===== config.mk =====
export PLATFORM = sky130hd
export DESIGN_NAME = cir_if_block
export DESIGN_NICKNAME = d
export VERILOG_FILES = /design/src/rtl/cir_if_block.sv
export SDC_FILE = /design/constraint.sdc
export NUM_CORES = 1
export LEC_CHECK = 0
export ABC_AREA = 1
export BUFFER_PORTS_ARGS = -buffer_cell sky130_fd_sc_hd__buf_2
export CAP_MARGIN = 10
export CORE_UTILIZATION = 45
export CTS_CLUSTER_DIAMETER = 200
export DETAILED_ROUTE_END_ITERATION = 12
export PLACE_DENSITY = 0.79
export RECOVER_POWER = 100
export SLEW_MARGIN = 40
export SYNTH_ARGS = -nofsm -noshare
export SYNTH_HDL_FRONTEND = slang
export SYNTH_SLANG_ARGS = --single-unit

===== constraint.sdc =====
create_clock -name clk -period 1.4 [get_ports clk]
set_input_delay 0.14 -clock clk [delete_from_list [all_inputs] [get_ports clk]]
set_output_delay 0.14 -clock clk [all_outputs]
set_load 0.01 [all_outputs]

===== src/rtl/cir_if_block.sv =====
// cir_if_block: registered a+b adder with carry-out, optional saturation, output-valid flag and saturating carry-event counter.
module cir_if_block #(
    parameter int WIDTH = 8,
    parameter int CNT_W = 16
) (
    input  logic             clk,
    input  logic             rst,
    input  logic [WIDTH-1:0] a,
    input  logic [WIDTH-1:0] b,
    input  logic             in_valid,
    input  logic             sat_en,
    input  logic             cnt_clr,
    output logic [WIDTH-1:0] c,
    output logic             carry,
    output logic             out_valid,
    output logic [CNT_W-1:0] carry_cnt
);
    logic [WIDTH:0] s;
    logic           cnt_inc;
    assign s = {1'b0, a} + {1'b0, b};
    assign cnt_inc = in_valid && s[WIDTH] && carry_cnt != '1;
    always_ff @(posedge clk or posedge rst) begin
        if (rst) begin
            c         <= '0;
            carry     <= 1'b0;
            out_valid <= 1'b0;
            carry_cnt <= '0;
        end else begin
            out_valid <= in_valid;
            if (in_valid) begin
                carry <= s[WIDTH];
                c     <= (sat_en && s[WIDTH]) ? '1 : s[WIDTH-1:0];
            end
            // clear takes priority over a same-cycle increment
            carry_cnt <= cnt_clr ? '0 : cnt_inc ? carry_cnt + CNT_W'(1) : carry_cnt;
        end
    end
endmodule


==> results.tsv, run 1 <==
metric	value	unit
synth unique cells	23	
Placed Area	2440	µm²
Worst Hold End	c[2]$_DFFE_PP0P_	
Routed Antenna Nets	0	
Fillers	323	
final cycle utilization of the critical path	102	%
via count	2078	
Seq/Total Area, Yosys	35.5	%
Hold Crit Class	input pin to flop	
Cell Area, Synth	1830	µm²
routability congestion estimate	0.893	
Worst-path clk slew	0.09	ns
Rows	22	
R2R Setup Slk	-0.03	ns
pin count of the biggest net entering global routing	27	
initial core utilization	48.6	%
Pleak	1.43	nW
Final Hold Fails	0	
reg-to-reg startpoint	carry_cnt[1]$_DFFE_PP0P_	
Remaining DRCs	0	
most frequent cells in the layout	82 x nand2_1, 43 x nor2_1, 36 x buf_4, 34 x buf_2, 27 x inv_1	
total nets after synthesis	305	
CTS sink count	26	
peak supply drop	423	µV
Worst Hold Depth	3	
I/O Pins	47	
area of the die	4340	µm²
pwr dens	700	nW/µm²
WL/cell	12.3	µm
Design Area, Final	2600	µm²
crit-path max cell delay	0.40	ns
DR iter-0 viols	181	
Core Area	3770	µm²
Setup CP Type	flop to flop	
share of cells above drive strength 1	33.4	%
initial antenna violation count	0	
Placed Instances	402	
most common cell after layout, fill and taps aside	nand2_1	
Die W	65.8	µm
First-pass DRT Iterations	5	
critical path capture point type	flop	
unrepaired setup endpoints after global routing	yes	
Synth Register Bits	26	
Slew headroom	56.5	%
Syn. warnings	0	
nets@finish	394	
Tot Pwr	0.00182	W
CTS Buffer Depth	2	
worst slew pin tran	0.653	ns
global-route wire length before repair	8320	µm
max-slew violations	0	
CTS Root Cell	clkbuf_8	
gr usage total	24.7	%
post-layout util	69.0	%
Req. time, crit path	1.57	ns
clk_lat worst skew	0.27	ns
number of global-route vias before repair	2005	
crit-path cells	ha_4 -> nand2_4 -> nor2_4 -> nand2_2 -> inv_2 -> nand2_4 -> inv_4 -> nor2_4 -> buf_6 -> nand2_2 -> nand2_1	
area of the multi-input gates	1170	µm²
post-detailed-placement half-perimeter wirelength	3820	µm
fmax	0.699	GHz
area grow syn2layout	41.8	%
failing checks	negative setup slack	
Cell Count, Final, Fillers Out	410	
RR Endpoint	carry_cnt[10]$_DFFE_PP0P_	
Via density	5.07	
CTS tree	built	
Min Hold Slack	0.191	ns
H-tree depth	1	
Die Span Y	65.8	µm
crit start category	flop	
Routed WL	5040	µm
worst-path fanout max	6	
average size of a mapped cell	6.69	µm²
port bufs	46	
Setup violations, final	13	
Critical Path AT	1.60	ns
Storage cell area	653	µm²
TritonCTS Buffers	3	
setup ws final	-0.0298	ns
ant diodes	0	
Max-Cap Viols	0	
clock period minus worst slack	1.43	ns
R2R depth	11	
Worst Hold Launch	sat_en	
status	finished with violations	
global route overflow	0	
Critical Path Slowest Stage Cell	dfrtp_1	
Layout Skew	0.00336	ns
Post-Syn Instances	274	
[how the worst max path moves through the flow]
| stage | start | to |
|---|---|---|
| 2_1_floorplan | carry_cnt[1]$_DFFE_PP0P_ | carry_cnt[10]$_DFFE_PP0P_ |
| 3_3_place_gp | a[0] | c[1]$_DFFE_PP0P_ |
| 3_5_place_dp | a[0] | carry_cnt[1]$_DFFE_PP0P_ |
| 4_1_cts | carry_cnt[0]$_DFFE_PP0P_ | carry_cnt[10]$_DFFE_PP0P_ |
| 5_1_grt | carry_cnt[1]$_DFFE_PP0P_ | carry_cnt[10]$_DFFE_PP0P_ |
| 6_report | carry_cnt[1]$_DFFE_PP0P_ | carry_cnt[10]$_DFFE_PP0P_ |
[per-stage QoR]
stage / TNS, ns / setup slack, ns
after floorplan: -0.437 / -0.0395
after global placement: -3.64 / -0.186
after detailed placement: -5.20 / -0.247
after CTS: 0 / 0.00193
after global routing: -1.47 / -0.102
final: -0.157 / -0.0298
[registers in the layout, summed over array words and instances, names as in the netlist]
name       cells
out_valid      1
c              8
carry          1
carry_cnt     16
[cell families after synthesis]
group | after synthesis | share of synthesized area [%]
buffers and inverters | 35 | 7.71
DFF | 26 | 35.5
xor gates and xnor gates | 8 | 3.82
AOI/OAI and AO/OA | 7 | 1.98
and+or+nand+nor | 188 | 43.8
adders and majority gates | 10 | 7.23
[synthesized netlist by cell type]
| cell type | n | share of area, % |
|---|---|---|
| clkbuf_1 | 2 | 0.41 |
| a31oi_1 | 1 | 0.34 |
| nand2_1 | 93 | 19 |
| o21ai_0 | 2 | 0.55 |
| dfrtp_1 | 26 | 35 |
| a21oi_1 | 4 | 1.1 |
| or2_2 | 2 | 0.68 |
| inv_1 | 30 | 6.1 |
| nor2_1 | 46 | 9.4 |
| nand2_2 | 3 | 1.0 |
| nand4_1 | 2 | 0.68 |
| nand3_4 | 1 | 0.96 |
| nor3_1 | 1 | 0.27 |
| fa_1 | 1 | 1.1 |
| ha_1 | 9 | 6.1 |
| buf_2 | 2 | 0.55 |
| nor2_4 | 1 | 0.61 |
| buf_6 | 1 | 0.61 |
| nand3_1 | 34 | 9.3 |
| xnor2_1 | 3 | 1.4 |
| nor2_2 | 3 | 1.0 |
| nand3b_1 | 2 | 0.82 |
| xor2_1 | 5 | 2.4 |
[area by class of cell]
cell class                 instances  area share [%]
tap                               48            2.31
sequential                        26            25.1
timing repair buffer              89            21.5
multi-input combinational        213            45.0
inverter                          30            4.43
clock buffer                       4            1.73
[layer usage]
layer  GRT usage, %  part of all wire [%]
met5              0                     0
met4           9.24                   2.0
met3           4.31                   5.1
met2           44.1                    50
met1           29.2                    43
[worst max-delay path: cells and delay by family, from the launching register on]
kind / cells / cell delay (ns)
buffers and inverters: 3 / 0.27
adder cells (fa/ha/maj): 1 / 0.17
AND/OR/NAND/NOR: 7 / 0.48
flip-flops: 1 / 0.40
[repair_timing]
action                                 in CTS  in global routing
resized for setup                           8                 23
hold buffers                                1                  0
pin swaps                                   5                 15
endpoints found under the hold margin      26                  0
setup endpoints to repair                  16                 18
setup buffers                               3                  0
[power by group]
group	internal [W]	total [W]	switching, W
Sequential	0.000804	0.000841	0.0000373
Clock	0.000204	0.000455	0.000251
Combinational	0.000233	0.000525	0.000292
Total	0.00124	0.00182	0.000580
Power figures use the tool's default switching activity.
==> run 2: changes to the inputs <==
--- a/config.mk
+++ b/config.mk
@@ -8,11 +8,12 @@
 export ABC_AREA = 1
 export BUFFER_PORTS_ARGS = -buffer_cell sky130_fd_sc_hd__buf_2
 export CAP_MARGIN = 10
-export CORE_UTILIZATION = 45
+export CORE_UTILIZATION = 35
 export CTS_CLUSTER_DIAMETER = 200
 export DETAILED_ROUTE_END_ITERATION = 12
-export PLACE_DENSITY = 0.79
+export PLACE_DENSITY = 0.66
 export RECOVER_POWER = 100
+export SETUP_SLACK_MARGIN = 0.5
 export SLEW_MARGIN = 40
 export SYNTH_ARGS = -nofsm -noshare
 export SYNTH_HDL_FRONTEND = slang
==> results.tsv, run 2 (synthesis gave the netlist of run 1 again) <==
metric	value	unit
Critical Path AT	1.61	ns
global-route wire length before repair	8800	µm
setup ws final	-0.0333	ns
routability congestion estimate	0.817	
peak supply drop	578	µV
share of cells above drive strength 1	47.2	%
gr usage total	20.4	%
Cell Count, Final, Fillers Out	453	
final cycle utilization of the critical path	102	%
CTS sink count	26	
Worst-path clk slew	0.10	ns
worst-path fanout max	5	
sequential power share	40.7	%
clock period minus worst slack	1.43	ns
Int Pwr	0.00140	W
post-detailed-placement half-perimeter wirelength	3640	µm
number of flip-flops under the largest register name	16	
Routed Antenna Nets	0	
Remaining DRCs	0	
clk_lat worst skew	0.28	ns
Min Hold Slack	0.204	ns
Max-Cap Viols	0	
Die W	74.4	µm
Setup CP Type	flop to flop	
Setup violations, final	2	
CTS Buffer Depth	2	
TritonCTS Buffers	3	
Pleak	1.64	nW
Die Span Y	74.4	µm
area of the die	5530	µm²
Hold Crit Class	input pin to flop	
failing checks	negative setup slack	
H-tree depth	1	
nets@finish	418	
Via density	4.76	
Largest regs	carry_cnt (16), c (8)	
Layout Skew	0.00512	ns
Placed Instances	418	
Clock power frac	24.7	%
status	finished with violations	
largest register by flop count	carry_cnt	
port bufs	46	
Req. time, crit path	1.58	ns
I/O Pins	47	
max-slew violations	0	
CTS Root Cell	clkbuf_8	
CTS tree	built	
logic gate share of total power	34.6	%
Core Area	4880	µm²
Design Area, Final	3160	µm²
worst slew pin tran	0.530	ns
global route overflow	0	
critical path capture point type	flop	
pwr dens	652	nW/µm²
ant diodes	0	
Rows	25	
initial core utilization	37.6	%
Slew headroom	64.6	%
post-layout util	64.8	%
unrepaired setup endpoints after global routing	yes	
fmax	0.698	GHz
most common cell after layout, fill and taps aside	nand2_1	
via count	2157	
Routed WL	5740	µm
Placed Area	2450	µm²
crit start category	flop	
DR iter-0 viols	126	
First-pass DRT Iterations	4	
initial antenna violation count	0	
most frequent cells in the layout	78 x nand2_1, 44 x buf_4, 37 x nor2_1, 37 x buf_6, 30 x buf_2	
Final Hold Fails	0	
Sw Share	31.9	%
pin count of the biggest net entering global routing	27	
number of global-route vias before repair	1937	
switching power	0.000658	W
area grow syn2layout	72.3	%
WL/cell	12.7	µm
[run 2: power by group through the flow]
| stage | logic [W] | registers (W) | clock network [W] |
|---|---|---|---|
| final | 0.000713 | 0.000839 | 0.000510 |
| after detailed placement | 0.000495 | 0.000849 | 0 |
| after CTS | 0.000588 | 0.000836 | 0.000527 |
| after global routing | 0.000779 | 0.000844 | 0.000540 |
| after floorplan | 0.000258 | 0.000876 | 0 |
| after global placement | 0.000490 | 0.000848 | 0 |
[run 2: final timing paths]
path                                          start                         to  slack, ns  cells past startpoint
max                        carry_cnt[1]$_DFFE_PP0P_  carry_cnt[13]$_DFFE_PP0P_      -0.03                      9
min                                            b[0]           c[0]$_DFFE_PP0P_       0.20                      4
max in group asynchronous                       rst   carry_cnt[4]$_DFFE_PP0P_       0.66                      4
min in group asynchronous                       rst  carry_cnt[11]$_DFFE_PP0P_       0.46                      4
max reg2reg                carry_cnt[1]$_DFFE_PP0P_  carry_cnt[13]$_DFFE_PP0P_      -0.03                      9
min reg2reg                       carry$_DFFE_PP0P_          carry$_DFFE_PP0P_       0.51                      2
[run 2: final cells by class]
class | instances | area (µm²)
Tap cell | 67 | 83.8
Fill cell | 425 | 1720
Clock buffer | 4 | 55.1
Sequential cell | 26 | 654
Multi-Input combinational cell | 214 | 1350
Timing Repair Buffer | 112 | 907
Inverter | 30 | 113
[run 2: critical path: stages, from the launching register on]
cell     delay, ns
dfrtp_1       0.41
buf_4         0.16
nand3_4       0.11
nor2_2        0.15
buf_4         0.15
nand4_1       0.09
nand2_1       0.10
nor2_1        0.04
nand2_1       0.07
nand2_1       0.05
[run 2: what timing repair did]
action,4_1_cts,5_1_grt
pin swaps,12,21
setup endpoints to repair,51,51
gates resized for setup,52,47
hold buffers,1,0
gates cloned,1,0
endpoints found under the hold margin,26,0
setup buffers,18,11
[run 2: layer usage]
metal / GRT usage (%) / share of wire [%] / vias to the layer above
met2: 35.2 / 50 / 52
met1: 27.3 / 45 / 1013
li1: - / - / 1086
met4: 2.52 / 0.91 / 0
met3: 3.52 / 3.9 / 6
met5: 0 / 0 / -
[run 2: metrics by stage]
stage	TNS [ns]	total power, W	worst slack, ns
5_1_grt	-1.02	0.00216	-0.108
3_3_place_gp	-4.07	0.00134	-0.228
4_1_cts	0	0.00195	0.0133
6_report	-0.0353	0.00206	-0.0333
2_1_floorplan	-0.437	0.00113	-0.0395
3_5_place_dp	-4.31	0.00134	-0.247
==> run 3: changes to the inputs <==
--- a/config.mk
+++ b/config.mk
@@ -8,12 +8,15 @@
 export ABC_AREA = 1
 export BUFFER_PORTS_ARGS = -buffer_cell sky130_fd_sc_hd__buf_2
 export CAP_MARGIN = 10
+export CORE_MARGIN = 4
 export CORE_UTILIZATION = 35
+export CTS_BUF_LIST = sky130_fd_sc_hd__clkbuf_4
 export CTS_CLUSTER_DIAMETER = 200
 export DETAILED_ROUTE_END_ITERATION = 12
 export PLACE_DENSITY = 0.66
 export RECOVER_POWER = 100
 export SETUP_SLACK_MARGIN = 0.5
+export SKIP_LAST_GASP = 1
 export SLEW_MARGIN = 40
 export SYNTH_ARGS = -nofsm -noshare
 export SYNTH_HDL_FRONTEND = slang
==> results.tsv, run 3 (synthesis gave the netlist of run 1 again) <==
metric	value	unit
status	finished with violations	
failing checks	negative setup slack	
post-detailed-placement half-perimeter wirelength	3730	µm
via count	2082	
H-tree depth	1	
Final Hold Fails	0	
nets@finish	402	
Worst Hold Depth	1	
routability congestion estimate	0.898	
CTS Buffer Depth	2	
Placed Instances	414	
area of the die	6460	µm²
Worst Hold Launch	in_valid	
Req. time, crit path	1.64	ns
Worst-path clk slew	0.15	ns
most frequent cells in the layout	80 x nand2_1, 39 x nor2_1, 30 x buf_6, 30 x buf_4, 28 x inv_1	
Placed Area	2400	µm²
number of flip-flops under the largest register name	16	
global-route wire length before repair	9120	µm
pin count of the biggest net entering global routing	27	
Via density	4.73	
Pleak	1.51	nW
logic gate share of total power	32.0	%
Min Hold Slack	0.0854	ns
Layout Skew	0.00182	ns
clock period minus worst slack	1.46	ns
setup TNS	-0.654	ns
initial antenna violation count	0	
setup ws final	-0.0619	ns
global route overflow	0	
gr busiest metal	met2	
fmax	0.684	GHz
unrepaired setup endpoints after global routing	yes	
share of cells above drive strength 1	39.7	%
Setup CP Type	flop to flop	
Routed Antenna Nets	0	
Setup violations, final	16	
DR iter-0 viols	118	
clk_lat worst skew	0.33	ns
ant diodes	0	
sequential power share	41.6	%
Rows	26	
First-pass DRT Iterations	5	
number of global-route vias before repair	2026	
Remaining DRCs	0	
area grow syn2layout	60.9	%
TritonCTS Buffers	3	
R2R Setup Slk	-0.06	ns
crit start category	flop	
Max-Cap Viols	0	
worst-path fanout max	5	
Die W	80.4	µm
Design Area, Final	2950	µm²
critical path capture point type	flop	
Fillers	492	
Sw Share	30.6	%
M3 GR Usage	1.79	%
R2R depth	10	
Clock power frac	26.4	%
post-layout util	57.8	%
final cycle utilization of the critical path	104	%
WL/cell	12.3	µm
Cell Count, Final, Fillers Out	440	
pwr dens	686	nW/µm²
CTS Root Cell	clkbuf_4	
RR Endpoint	carry_cnt[9]$_DFFE_PP0P_	
Slew headroom	56.5	%
gr usage total	17.3	%
Die Span Y	80.4	µm
largest register by flop count	carry_cnt	
CTS tree	built	
met1 usage	24.2	%
routing usage on met2	29.0	%
CTS sink count	26	
I/O Pins	47	
Critical Path AT	1.70	ns
Largest regs	carry_cnt (16), c (8)	
reg-to-reg startpoint	carry_cnt[1]$_DFFE_PP0P_	
Routed WL	5420	µm
port bufs	46	
Worst Hold End	out_valid$_DFF_PP0_	
Int Pwr	0.00140	W
worst slew pin tran	0.653	ns
most common cell after layout, fill and taps aside	nand2_1	
max-slew violations	0	
peak supply drop	360	µV
switching power	0.000620	W
Core Area	5110	µm²
initial core utilization	35.9	%
Hold Crit Class	input pin to flop	
-- run 3: critical path, cell delays in order, from the launching register on --
cell	delay, ns
dfrtp_1	0.45
ha_4	0.19
nand2_4	0.07
nor2_4	0.04
nand2_2	0.09
inv_2	0.05
nand2_4	0.07
nand3_4	0.11
buf_6	0.18
nand3_2	0.06
nand2_1	0.05
-- run 3: how the worst max path moves through the flow --
stage                                   startpoint                   endpoint  slack (ns)  cells after the start
final                     carry_cnt[1]$_DFFE_PP0P_   carry_cnt[9]$_DFFE_PP0P_       -0.06                     10
after global routing      carry_cnt[1]$_DFFE_PP0P_   carry_cnt[5]$_DFFE_PP0P_       -0.15                     10
after CTS                 carry_cnt[0]$_DFFE_PP0P_  carry_cnt[10]$_DFFE_PP0P_       -0.03                     10
after detailed placement                      a[0]           c[1]$_DFFE_PP0P_       -0.24                     11
after global placement                        a[0]           c[1]$_DFFE_PP0P_       -0.19                     11
after floorplan           carry_cnt[1]$_DFFE_PP0P_  carry_cnt[10]$_DFFE_PP0P_       -0.04                     10
-- run 3: power groups by stage --
stage | clock network (W) | logic, W | registers [W]
3_5_place_dp | 0 | 0.000495 | 0.000851
4_1_cts | 0.000539 | 0.000573 | 0.000839
6_report | 0.000534 | 0.000648 | 0.000842
3_3_place_gp | 0 | 0.000489 | 0.000850
2_1_floorplan | 0 | 0.000258 | 0.000876
5_1_grt | 0.000581 | 0.000719 | 0.000848
-- run 3: cell type report --
class / instances / area [µm²] / area share (%)
well taps: 70 / 87.6 / 2.97
clock buffers: 3 / 22.5 / 0.763
clock inverters: 1 / 30.0 / 1.02
flip-flops and latches: 26 / 656 / 22.2
multi-input cells: 214 / 1310 / 44.4
inverters: 30 / 113 / 3.82
repair buffers: 96 / 733 / 24.8
-- run 3: what timing repair did --
| action | 4_1_cts | 5_1_grt |
|---|---|---|
| hold endpoints to repair | 26 | 0 |
| resized for setup | 46 | 37 |
| gates cloned | 2 | 0 |
| hold buffers | 1 | 0 |
| buffers inserted | 11 | 8 |
| pin swaps | 16 | 18 |
| setup endpoints to repair | 51 | 51 |
-- run 3: metal layers --
metal  part of all wire, %  wire [µm]  vias to the layer above
met1                    45       2440                      938
li1                      -          -                     1056
met5                     0          0                        -
met2                    49       2630                       74
met4                   1.6         87                        0
met3                   4.9        264                       14
-- run 3: through the flow --
| step | worst slack [ns] | total power, W |
|---|---|---|
| CTS | -0.0330 | 0.00195 |
| finish | -0.0619 | 0.00202 |
| global route | -0.152 | 0.00215 |
| global placement | -0.193 | 0.00134 |
| floorplan | -0.0395 | 0.00113 |
| detailed placement | -0.243 | 0.00135 |
